===== config.mk =====
export PLATFORM = sky130hd
export DESIGN_NAME = player_ctl
export DESIGN_NICKNAME = d
export VERILOG_FILES = /design/src/rtl/player_ctl.sv
export SDC_FILE = /design/constraint.sdc
export NUM_CORES = 1
export LEC_CHECK = 0
export CORE_MARGIN = 10
export CORE_UTILIZATION = 55
export CTS_CLUSTER_DIAMETER = 100
export DETAILED_ROUTE_END_ITERATION = 12
export PLACE_DENSITY = 0.79
export REMOVE_ABC_BUFFERS = 1
export SLEW_MARGIN = 20
export SYNTH_ARGS = -nofsm -noshare
export SYNTH_HDL_FRONTEND = slang
export SYNTH_SLANG_ARGS = --single-unit

===== constraint.sdc =====
create_clock -name clk -period 3.6 [get_ports clk]
set_input_delay 1.08 -clock clk [delete_from_list [all_inputs] [get_ports clk]]
set_output_delay 1.08 -clock clk [all_outputs]
set_load 0.05 [all_outputs]

===== src/rtl/player_ctl.sv =====
// Player motion controller: samples buttons, moves with clamping and runs a
// jump/gravity FSM, updating position once per frame at the start of vertical blank.
module player_ctl #(
  parameter int X_START  = 320,
  parameter int H_MIN    = 0,
  parameter int H_MAX    = 976,
  parameter int GROUND_Y = 600,
  parameter int V_MIN    = 0,
  parameter int SPEED    = 4,
  parameter int JUMP_V0  = 16,
  parameter int GRAVITY  = 1,
  parameter int VMAX     = 12
) (
  input  logic        clk,
  input  logic        rst,
  input  logic        vblnk,
  input  logic        btn_left,
  input  logic        btn_right,
  input  logic        btn_jump,
  output logic [11:0] xpos,
  output logic [11:0] ypos,
  output logic        in_air,
  output logic        facing_left
);

  localparam logic [0:0] ST_GROUND = 1'b0;
  localparam logic [0:0] ST_AIR    = 1'b1;

  localparam logic signed [12:0] SPD_S  = 13'(SPEED);
  localparam logic signed [12:0] HMIN_S = 13'(H_MIN);
  localparam logic signed [12:0] HMAX_S = 13'(H_MAX);
  localparam logic signed [12:0] GND_S  = 13'(GROUND_Y);
  localparam logic signed [12:0] VMIN_S = 13'(V_MIN);
  localparam logic signed [7:0]  V0_S   = 8'(-JUMP_V0);
  localparam logic signed [7:0]  GRAV_S = 8'(GRAVITY);
  localparam logic signed [7:0]  VMAX_S = 8'(VMAX);
  localparam logic [11:0]        X0     = 12'(X_START);
  localparam logic [11:0]        XMIN   = 12'(H_MIN);
  localparam logic [11:0]        XMAX   = 12'(H_MAX);
  localparam logic [11:0]        Y0     = 12'(GROUND_Y);
  localparam logic [11:0]        YMIN   = 12'(V_MIN);

  logic [0:0]         state, state_n;
  logic signed [7:0]  vel, vel_n, vel_inc;
  logic [11:0]        x_n, y_n;
  logic               face_n;
  logic               vblnk_q, jump_q, jump_req;
  logic               tick, jump_rise, want_jump;
  logic signed [12:0] x_left, x_right, y_sum;

  always_comb begin
    tick      = vblnk & ~vblnk_q;
    jump_rise = btn_jump & ~jump_q;
    want_jump = jump_req | jump_rise;

    // 13-bit signed arithmetic so moving left past zero clamps instead of wrapping
    x_left  = $signed({1'b0, xpos}) - SPD_S;
    x_right = $signed({1'b0, xpos}) + SPD_S;
    y_sum   = $signed({1'b0, ypos}) + $signed({{5{vel[7]}}, vel});
    vel_inc = vel + GRAV_S;
    if (vel_inc > VMAX_S) vel_inc = VMAX_S;

    x_n     = xpos;
    face_n  = facing_left;
    y_n     = ypos;
    vel_n   = vel;
    state_n = state;

    case ({btn_left, btn_right})
      2'b10: begin
        x_n    = (x_left < HMIN_S) ? XMIN : x_left[11:0];
        face_n = 1'b1;
      end
      2'b01: begin
        x_n    = (x_right > HMAX_S) ? XMAX : x_right[11:0];
        face_n = 1'b0;
      end
      default: ;
    endcase

    case (state)
      ST_GROUND: begin
        y_n = Y0;
        if (want_jump) begin
          vel_n   = V0_S;
          state_n = ST_AIR;
        end else begin
          vel_n = 8'sd0;
        end
      end
      default: begin
        // Landing tick never starts a new jump; the request is simply dropped
        if (y_sum >= GND_S) begin
          y_n     = Y0;
          vel_n   = 8'sd0;
          state_n = ST_GROUND;
        end else if (y_sum < VMIN_S) begin
          y_n   = YMIN;
          vel_n = 8'sd0;
        end else begin
          y_n   = y_sum[11:0];
          vel_n = vel_inc;
        end
      end
    endcase
  end

  always_ff @(posedge clk) begin
    if (!rst) begin
      xpos        <= X0;
      ypos        <= Y0;
      vel         <= 8'sd0;
      state       <= ST_GROUND;
      in_air      <= 1'b0;
      facing_left <= 1'b0;
      vblnk_q     <= 1'b1;
      jump_q      <= 1'b1;
      jump_req    <= 1'b0;
    end else begin
      vblnk_q <= vblnk;
      jump_q  <= btn_jump;
      if (tick) begin
        xpos        <= x_n;
        ypos        <= y_n;
        vel         <= vel_n;
        state       <= state_n;
        in_air      <= (state_n == ST_AIR);
        facing_left <= face_n;
        jump_req    <= 1'b0;
      end else if (jump_rise) begin
        jump_req <= 1'b1;
      end
    end
  end

endmodule


==> summary.txt <==
Run status
  – Status: completed

Synthesis
  – Gate Count Post-Synth: between 300 and 400
  – Post-synth EDFFs: 0
  – Synth warn: 0
  – Sequential area share after synthesis: between 20% and 30%
  – Dominant synthesized flop cell: dfxtp_1
  – Cell variety after synth: 72
  – Syn_area_per_cell: around 7.8 um^2
  – Mapped Area: roughly 2800 um^2
  – Post-synthesis sequential element count: 35
  – Ys async rst share: 0%

Routing
  – DRT iter0 DRCs: 235
  – Antenna viol nets, final: 0
  – Vias per cell: between 6 and 7
  – Total Wirelength: between 7000 and 8000 um
  – First-pass DRT Iterations: 5
  – Via count: about 2700
  – Average wire per standard cell: between 15 and 20 um
  – # DRC: 0

CTS
  – TritonCTS Sinks: 35
  – Worst-path clk slew: approximately 0.07 ns
  – CTS-repair resized insts: 0
  – CTS Hold Bufs: 0
  – Post-CTS setup buffers: 0
  – CTS tree: done
  – Number of H-tree levels: 2
  – Clock Path Buffers: 2
  – TritonCTS Buffers: 5
  – CTS Root Cell: clkbuf_8
  – Worst-skew pair later-pin latency: 0.28 ns

Cells and area
  – Layout cells sized above 1: around 7.5%
  – Diode count: 0
  – Area Overhead vs Synth: 13.19%
  – Final core utilization: 65.09%
  – Nets: 398
  – Final instance area: roughly 3100 um^2

Placement
  – Post-detail-place hpwl: roughly 5300 um
  – Dpl cell area: a little over 3000 um^2
  – PortBufs: 29
  – RePlAce Congestion: roughly 0.90

Timing
  – Setup Viol. Count Final: 0
  – Worst-case clock skew: about 0.003 ns
  – RSZ-0062 raised after global routing: no
  – Max-slew violations: 0
  – Hold WS: 0.4959 ns
  – Period Utilization, post-route: between 90% and 100%
  – Hold Fails Final Rpt: 0
  – Relative slew slack: a little over half
  – Period minus WS final: ~3.2 ns
  – Slew @ Worst Pin: approximately 0.7 ns
  – Sum Neg Setup Slack: 0 ns
  – Max Fclk: about 310 MHz

Global routing
  – Number of global-route vias before repair: approximately 2500
  – First-pass GRT wire length: between 10000 and 15000 um
  – Pin count of the biggest net entering global routing: 23
  – All-Layer GR Usage: between 10% and 20%
  – Initial antenna violation count: 0
  – GRT overflow: 0

Floorplan
  – Chip Width: slightly above 90 um
  – IO Count: 32
  – Site Rows: 25
  – Initial Util: 57.51%
  – Die area: about 8300 um^2
  – Chip Height: between 90 and 100 um
  – CORE AREA: between 4000 and 5000 um^2

Min path
  – Worst Hold Launch: jump_req
  – Worst min-delay path class: register to register
  – Hold EP: jump_req
  – Hold depth: 2

Worst setup path
  – Critical path's largest stage delay: 0.57 ns
  – FF-to-FF setup slack: between 0.3 and 0.4 ns
  – Worst R2R Path Depth: 8
  – Setup CP Type: register to register
  – Critical path fanouts, max: 12
  – Startpoint types: register
  – Element type at the critical path end: register
  – FF-to-FF End: vel[5]
  – CP max stage cell: dfxtp_1
  – CP required: ~3.8 ns
  – Worst EP arrival: between 3 and 4 ns
  – Worst r2r src: vel[7]
  – Critical path, cell by cell: ha_1 > a21o_1 > a221oi_2 > nand2b_1 > o31ai_1 > o22ai_2 > or3_1 > o311ai_2

Job
  – Max-cap violations: 0

Power and ir drop
  – Leak: between 1 and 1.5 nW
  – Seq pwr share: 49.6%
  – Switching Share: around 28%
  – NetSw: around 0.00023 W
  – Comb pwr share: 15.0%
  – Clock network power share: about 35%
  – Peak VDD IR: 177.2 uV
  – Internal: a little under 0.0006 W
  – Pwr Density: 261.9 nW/um^2
registers in the layout (all words and copies together), names as in the netlist:
signal       count
ypos            12
xpos            10
vel              8
facing_left      1
jump_q           1
jump_req         1
state            1
vblnk_q          1
cells in the final DEF (no fill, tap or decap), drive strengths merged, types with 12 or more instances in the layout:
cell type | netlist | routed
dfxtp | 35 | 35
nand2 | 33 | 33
clkdlybuf4s50 | 0 | 29
o21ai | 29 | 29
nor2 | 28 | 28
inv | 18 | 18
ha | 18 | 18
a21oi | 16 | 16
nor3 | 13 | 13
nand3 | 12 | 12
nand2b | 12 | 12
worst max-delay path, delay by kind of cell (launching register included):
family,cells,cell delay (ns)
AO/OA/AOI/OAI,5,1.53
AND/OR/NAND/NOR,2,0.69
adder cells (fa/ha/maj),1,0.35
flip-flops,1,0.57
cell type report:
type / count / area, um^2
Clock buffer: 6 / 82.58
Clock inverter: 1 / 5.005
Fill cell: 441 / 1682
Inverter: 18 / 67.56
Multi-Input combinational cell: 280 / 1876
Sequential cell: 35 / 700.7
Tap cell: 67 / 83.83
Timing Repair Buffer: 33 / 320.3
cells by family after synthesis:
kind of cell               Yosys count  synth area share [%]
and+or+nand+nor                    139                 25.88
AOI/OAI and AO/OA                  106                 28.05
buffers and inverters               40                 7.271
DFF                                 35                 25.29
adders and majority gates           19                 8.853
xor gates and xnor gates            12                 3.794
muxes                                2                0.7227
other                                1                0.1354
how the worst max path moves through the flow:
stage,slack (ns),from,cells past startpoint,endpoint
after floorplan,0.45,ypos[0],11,vel[5]
after global placement,0.46,vel[7],8,vel[5]
after detailed placement,0.37,vel[0],11,vel[5]
after CTS,0.33,vel[0],11,vel[5]
after global routing,0.04,vel[0],11,vel[5]
final,0.35,vel[7],8,vel[5]
metrics by stage:
| step | worst slack, ns | cells | power (W) |
|---|---|---|---|
| global route | 0.04106 | 440 | 0.0008550 |
| detailed placement | 0.3658 | 433 | 0.0005375 |
| floorplan | 0.4494 | 333 | 0.0004984 |
| global placement | 0.4556 | 433 | 0.0005356 |
| finish | 0.3521 | 440 | 0.0008213 |
| CTS | 0.3318 | 440 | 0.0008219 |
cells in the mapped netlist, types with 3 or more instances:
cell      count  share of area (%)
a21oi_1      16                2.9
nor3b_1       3               0.81
nand2_1      32                4.3
nor4_1        3               0.68
nor3_1       13                2.3
nand2b_1     12                2.7
clkbuf_1     13                1.8
dfxtp_1      35                 25
nor2b_1       5                1.1
nor2_1       27                3.7
a31oi_1       4               0.90
and3_1        8                1.8
or3_1         5                1.1
nand3_1      12                2.2
buf_6         5                2.0
xnor2_1       5                1.6
inv_1        18                2.4
o21ai_0      28                5.1
xor2_1        7                2.2
and2_1        3               0.68
o22ai_1       5                1.1
a21o_1        5                1.4
o31ai_1       5                1.4
o211ai_1      3               0.81
a311o_1       3                1.1
ha_1         18                8.1
power by group through the flow:
| stage | sequential [W] | combinational [W] | clock, W |
|---|---|---|---|
| finish | 0.000407 | 0.000124 | 0.000291 |
| global route | 0.000409 | 0.000136 | 0.000311 |
| CTS | 0.000407 | 0.000123 | 0.000293 |
| detailed placement | 0.000415 | 0.000122 | 0 |
| global placement | 0.000415 | 0.000120 | 0 |
| floorplan | 0.000426 | 0.0000727 | 0 |
layer usage:
layer  wire [um]  vias up  track usage [%]
met5           0        -                0
met4          91        0            6.266
li1            -     1339                -
met2        3100      110            24.70
met1        3446     1273            22.92
met3         507       10            3.704
(Power assumes the default switching activity.)
